### config.mk
export PLATFORM = sky130hd
export DESIGN_NAME = piso_tx_flat
export DESIGN_NICKNAME = d
export VERILOG_FILES = /design/src/rtl/piso_tx_if.sv /design/src/rtl/piso_tx.sv /design/src/flat_wrapper.sv
export SDC_FILE = /design/constraint.sdc
export NUM_CORES = 1
export LEC_CHECK = 0
export BUFFER_PORTS_ARGS = -buffer_cell sky130_fd_sc_hd__buf_2
export CORE_MARGIN = 4
export CORE_UTILIZATION = 23
export CTS_CLUSTER_DIAMETER = 40
export CTS_CLUSTER_SIZE = 14
export DETAILED_ROUTE_END_ITERATION = 10
export PLACE_DENSITY = 0.46
export SYNTH_ARGS = -nofsm -noshare
export SYNTH_HDL_FRONTEND = slang
export SYNTH_SLANG_ARGS = --single-unit
### constraint.sdc
create_clock -name clk -period 2.5 [get_ports clk]
set_input_delay 0.5 -clock clk [delete_from_list [all_inputs] [get_ports clk]]
set_output_delay 0.5 -clock clk [all_outputs]
set_load 0.02 [all_outputs]
### src/rtl/piso_tx_if.sv
// -----------------------------------------------------------------------------
// piso_tx_if -- word-in / bit-out bundle for the piso_tx transmitter.
//
// Signals:
//   in_data   [WIDTH-1:0]  parallel word from the producer
//   in_valid               producer has a word on in_data
//   in_ready               transmitter can take a word this cycle
//   out                    serial data bit
//   out_valid              out carries a frame bit this cycle
//   out_last               out carries the final bit of the frame
//
// Modports:
//   master -- producer / serial sink side (drives in_data, in_valid)
//   slave  -- the transmitter itself
// -----------------------------------------------------------------------------
interface piso_tx_if #(
  parameter int WIDTH = 8
);
  logic [WIDTH-1:0] in_data;
  logic             in_valid;
  logic             in_ready;
  logic             out;
  logic             out_valid;
  logic             out_last;

  modport master (
    output in_data, in_valid,
    input  in_ready, out, out_valid, out_last
  );

  modport slave (
    input  in_data, in_valid,
    output in_ready, out, out_valid, out_last
  );
endinterface

### src/rtl/piso_tx.sv
// -----------------------------------------------------------------------------
// piso_tx -- parallel-in serial-out transmitter.
//
// Takes a WIDTH-bit word over a valid/ready handshake and shifts it out one bit
// per clock, qualified by out_valid, with out_last on the final bit. A new word
// can be accepted during the last bit of a frame, so frames run back to back
// with no idle gap.
//
// Ports:
//   clk   system clock, rising edge
//   rst   asynchronous, active-high reset
//   bus   piso_tx_if.slave: in_data/in_valid/in_ready handshake in,
//         out/out_valid/out_last serial stream out (all outputs registered
//         except in_ready, which is combinational)
//
// Parameters:
//   WIDTH      data word width, 2..32
//   MSB_FIRST  1 = transmit bit WIDTH-1 first, 0 = bit 0 first
//
// Build option:
//   PISO_PARITY_EN  when defined, an even-parity bit (XOR of the word, taken
//                   at accept) is appended after the data bits and carries
//                   out_last.
// -----------------------------------------------------------------------------
module piso_tx #(
  parameter int WIDTH     = 8,
  parameter bit MSB_FIRST = 1'b1
) (
  input  logic      clk,
  input  logic      rst,
  piso_tx_if.slave  bus
);

`ifdef PISO_PARITY_EN
  localparam int FLEN = WIDTH + 1;
`else
  localparam int FLEN = WIDTH;
`endif
  localparam int CNT_W = $clog2(FLEN + 1);
  localparam logic [CNT_W-1:0] CNT_ONE  = CNT_W'(1);
  localparam logic [CNT_W-1:0] CNT_LAST = CNT_W'(FLEN);

  typedef enum logic {
    IDLE,
    SHIFT
  } state_e;

  state_e           state_q,     state_d;
  logic [WIDTH-1:0] shift_q,     shift_d;
  logic [CNT_W-1:0] cnt_q,       cnt_d;
  logic             out_q,       out_d;
  logic             out_valid_q, out_valid_d;
  logic             out_last_q,  out_last_d;
`ifdef PISO_PARITY_EN
  logic             parity_q,    parity_d;
`endif

  logic             accept;
  logic             load_bit;
  logic [WIDTH-1:0] load_shift;
  logic             next_bit;
  logic [WIDTH-1:0] next_shift;

  // Ready in IDLE, or while the last bit of a frame is on the line so the next
  // word follows without a gap. Held low during reset.
  assign bus.in_ready = !rst &&
                        ((state_q == IDLE) ||
                         ((state_q == SHIFT) && (cnt_q == CNT_LAST)));
  assign accept       = bus.in_valid && bus.in_ready;

  // The register always holds the bits still to be sent, aligned so the next
  // one sits at the transmit end.
  always_comb begin
    if (MSB_FIRST) begin
      load_bit   = bus.in_data[WIDTH-1];
      load_shift = bus.in_data << 1;
      next_bit   = shift_q[WIDTH-1];
      next_shift = shift_q << 1;
    end else begin
      load_bit   = bus.in_data[0];
      load_shift = bus.in_data >> 1;
      next_bit   = shift_q[0];
      next_shift = shift_q >> 1;
    end
  end

  // NOTE: every _d gets its hold value first so no path through this block
  // leaves a signal unassigned, which would infer a latch.
  always_comb begin
    state_d     = state_q;
    shift_d     = shift_q;
    cnt_d       = cnt_q;
    out_d       = out_q;
    out_valid_d = out_valid_q;
    out_last_d  = out_last_q;
`ifdef PISO_PARITY_EN
    parity_d    = parity_q;
`endif

    if (accept) begin
      // Start (or chain) a frame: first bit goes out on the next cycle.
      state_d     = SHIFT;
      shift_d     = load_shift;
      out_d       = load_bit;
      out_valid_d = 1'b1;
      out_last_d  = 1'b0;
      cnt_d       = CNT_ONE;
`ifdef PISO_PARITY_EN
      parity_d    = ^bus.in_data;
`endif
    end else if (state_q == SHIFT) begin
      if (cnt_q != CNT_LAST) begin
        shift_d    = next_shift;
        out_d      = next_bit;
`ifdef PISO_PARITY_EN
        // Data exhausted: the appended bit is the stored parity.
        if (cnt_q == CNT_W'(WIDTH)) begin
          out_d = parity_q;
        end
`endif
        cnt_d      = cnt_q + CNT_ONE;
        out_last_d = (cnt_q == (CNT_LAST - CNT_ONE));
      end else begin
        // Frame done and nothing waiting: return the line to idle-low.
        state_d     = IDLE;
        cnt_d       = '0;
        out_d       = 1'b0;
        out_valid_d = 1'b0;
        out_last_d  = 1'b0;
      end
    end
  end

  // NOTE: state uses non-blocking assignments so every flop samples the
  // pre-edge values of the others, independent of statement order.
  // NOTE: the shift register is reset along with the control state so that a
  // frame aborted by reset leaves no stale bits behind.
  always_ff @(posedge clk or posedge rst) begin
    if (rst) begin
      state_q     <= IDLE;
      shift_q     <= '0;
      cnt_q       <= '0;
      out_q       <= 1'b0;
      out_valid_q <= 1'b0;
      out_last_q  <= 1'b0;
`ifdef PISO_PARITY_EN
      parity_q    <= 1'b0;
`endif
    end else begin
      state_q     <= state_d;
      shift_q     <= shift_d;
      cnt_q       <= cnt_d;
      out_q       <= out_d;
      out_valid_q <= out_valid_d;
      out_last_q  <= out_last_d;
`ifdef PISO_PARITY_EN
      parity_q    <= parity_d;
`endif
    end
  end

  assign bus.out       = out_q;
  assign bus.out_valid = out_valid_q;
  assign bus.out_last  = out_last_q;

endmodule

### src/flat_wrapper.sv
// flat-port wrapper written by rule: the top's interface ports become plain ports
module piso_tx_flat 
#(
  parameter int WIDTH     = 8,
  parameter bit MSB_FIRST = 1'b1
)
  (clk, rst, bus_in_data, bus_in_valid, bus_in_ready, bus_out, bus_out_valid, bus_out_last);
  piso_tx_if #(.WIDTH(WIDTH)) bus_i ();
  input  logic clk;
  input  logic rst;
  input wire logic [$bits(bus_i.in_data)-1:0] bus_in_data;
  input wire logic [$bits(bus_i.in_valid)-1:0] bus_in_valid;
  output wire logic [$bits(bus_i.in_ready)-1:0] bus_in_ready;
  output wire logic [$bits(bus_i.out)-1:0] bus_out;
  output wire logic [$bits(bus_i.out_valid)-1:0] bus_out_valid;
  output wire logic [$bits(bus_i.out_last)-1:0] bus_out_last;
  assign bus_i.in_data = bus_in_data;
  assign bus_i.in_valid = bus_in_valid;
  assign bus_in_ready = bus_i.in_ready;
  assign bus_out = bus_i.out;
  assign bus_out_valid = bus_i.out_valid;
  assign bus_out_last = bus_i.out_last;
  piso_tx #(.WIDTH(WIDTH), .MSB_FIRST(MSB_FIRST)) u_core (.clk(clk), .rst(rst), .bus(bus_i));
endmodule
==> metrics <==
outcome=finished clean; Req. time, crit path=2.00 ns; num rows=20; DRC viols=0; library cells used by synthesis=23; crit path capture type=primary output; TritonCTS Sinks=15; Core Box Area=0.00313 mm2; R2R depth=5; number of H-tree levels=1; Net Sw Power=0.382 mW; crit-path leading delay family=simple AND/OR/NAND/NOR gates; vias in the first global route=614; DP Wirelength=1120 um; Total Wirelength=1600 um; P_leak=0.445 nW; RSZ-0062 raised after global routing=false; CP endpoint=bus_in_ready; fill count=341; Die Height=65.8 um; ys async rst share=100%; Startpoint Class=register; GR Overflow Total=0; worst setup path start=u_core.cnt_q[0]; Max clock buf depth=2; Main synth FF type=dfrtp_1; crit path max fanout=13; Post-DRT Antenna Nets=0; Hold Crit Class=in -> async; Cell Area, Synth=769 um2; initial antenna violation count=0; Max Freq=458 MHz; critical path depth=6; DR iter-0 viols=41; combinational share of power=43.1%; total track usage=8.63%; crit path cell chain=inv_1, ha_1, nand3b_4, and2_4, nor2_1, buf_2; Die X=65.8 um; layout cells sized above 1=28.4%; DRT met1 WL=875 um; Fin Clk Skew=0.0221 ns; commonest non-fill, non-tap cell in the layout=dfrtp_1; final setup fails=0; Worst-Margin Slew=0.592 ns; Placed Cells=128; top sig layer=met4; Syn Nets=85; YS warnings=0; root buf cell=clkbuf_4; final std cells w/o fill=132; largest net degree at the start of global routing=18; TritonCTS buffer count=3; Internal=0.589 mW; Core Util, Final=29.2%; Tmin final=2.18 ns; setup_tns=0 ns; number of synthesized flops with an enable pin=0; first-pass GRT wire length=2840 um; CP max stage delay=0.41 ns; Final Wtd Congestion=0.712; I/O Buffers=14; CTS tree=done; Seq cells post-synth=15; sequential fraction of design power=41.7%; Reg clk slew, reported paths=0.11 ns; CTS resizes=0; Reg-to-Reg End=u_core.bus.out; sequential-to-total area share from yosys stat=48.8%; switch share=39.3%; Worst R2R Start=u_core.cnt_q[0]; Post-CTS Setup Bufs=0; Antenna Cells=0; io pins=15; period utilisation layout=87.4%; met3 wire len=68 um; Slew headroom=60.5%; drt pass-1 iters=2; Starting Density=24.6%; total number of vias=577; PD cells=1060 mW/mm2; met2 wire length=636 um; Routed wire per std cell=12.1 um; final hold violations=0; Post-CTS Hold Buffers=0; peak supply drop=0.000256 V; Arr. time, crit path=1.68 ns; fin. max-slew vios=0; kind of critical path=reg -> out; # Max-Cap Violations=0; Avg Cell Area, Syn=10.7 um2; Area Overhead vs Synth=18.7%; synthesized instance count=72; Nets=102; slowest cell on the critical path=dfrtp_1; WP buf/inv=2; commonest cells after routing, fill and taps aside=dfrtp_1, buf_2, mux2i_1; die area=0.00433 mm2; Clock power frac=15.2%; minimum setup slack among reg-to-reg paths=0.91 ns; worst-skew pair later-pin latency=0.30 ns; post-DR vias/cell=4.37
[registers in the layout, indices dropped and copies added (netlist names)]
register / cells
u_core.shift_q: 7
u_core.cnt_q: 4
u_core.state_q: 1
u_core.bus.out_last: 1
u_core.bus.out_valid: 1
u_core.bus.out: 1
[cells in the mapped netlist (all sizes together) (2+ instances only)]
cell    n  area (um2)
a211o   2        20.0
nand2   4        15.0
nor3b   3        22.5
a21oi   2        10.0
o21ai   7        35.0
nand3   7        35.0
inv     4        15.0
mux2i   8        80.1
nor2    3        11.3
nor2b   2        12.5
ha      2        25.0
buf     4        26.3
dfrtp  15         375
[stage by stage]
stage / setup slack (ns) / total power [mW] / hold slack [ns] / cell area [um2]
6_report: 0.316 / 0.972 / 0.271 / 913
5_1_grt: 0.193 / 1.06 / 0.308 / 913
4_1_cts: 0.293 / 0.983 / 0.287 / 913
3_5_place_dp: 0.647 / 0.831 / 0.492 / 883
3_3_place_gp: 0.706 / 0.818 / 0.495 / 883
2_1_floorplan: 0.645 / 0.738 / 0.401 / 769
[layout make-up]
cell class                 instances  area (um2)  share of cell area [%]
inverter                           4        15.0                    1.64
multi-input combinational         49         353                    38.6
clock buffer                       3        22.5                    2.47
tap                               44        55.1                    6.03
clock inverter                     1        7.51                   0.822
sequential                        15         375                    41.1
timing repair buffer              16        85.1                    9.32
[metal layers]
metal	vias to the layer above	GRT usage [%]
li1	287	-
met1	275	12.7
met2	13	11.6
met3	2	3.23
met4	0	2.33
met5	-	0
[power by group through the flow]
stage / clock network, mW / logic (mW) / registers [mW]
2_1_floorplan: 0 / 0.321 / 0.417
3_3_place_gp: 0 / 0.409 / 0.409
3_5_place_dp: 0 / 0.421 / 0.410
4_1_cts: 0.156 / 0.421 / 0.406
5_1_grt: 0.168 / 0.471 / 0.423
6_report: 0.148 / 0.419 / 0.405
[worst min-delay path by stage]
| stage | start | endpoint | cells past startpoint |
|---|---|---|---|
| 2_1_floorplan | rst | u_core.bus.out | 1 |
| 3_3_place_gp | u_core.shift_q[7] | u_core.bus.out | 1 |
| 3_5_place_dp | u_core.shift_q[7] | u_core.bus.out | 1 |
| 4_1_cts | rst | u_core.state_q | 2 |
| 5_1_grt | rst | u_core.state_q | 2 |
| 6_report | rst | u_core.shift_q[5] | 2 |
[cells by family (layout without fill, tap and decap cells)]
| logic type | after synthesis | after routing | synth area share (%) |
|---|---|---|---|
| mux | 8 | 8 | 10.4 |
| simple gates | 24 | 24 | 19.0 |
| compound gates | 15 | 15 | 13.2 |
| buf+inv | 8 | 24 | 5.36 |
| fa+ha+maj | 2 | 2 | 3.25 |
| flops | 15 | 15 | 48.8 |
Power figures use the tool's default switching activity.
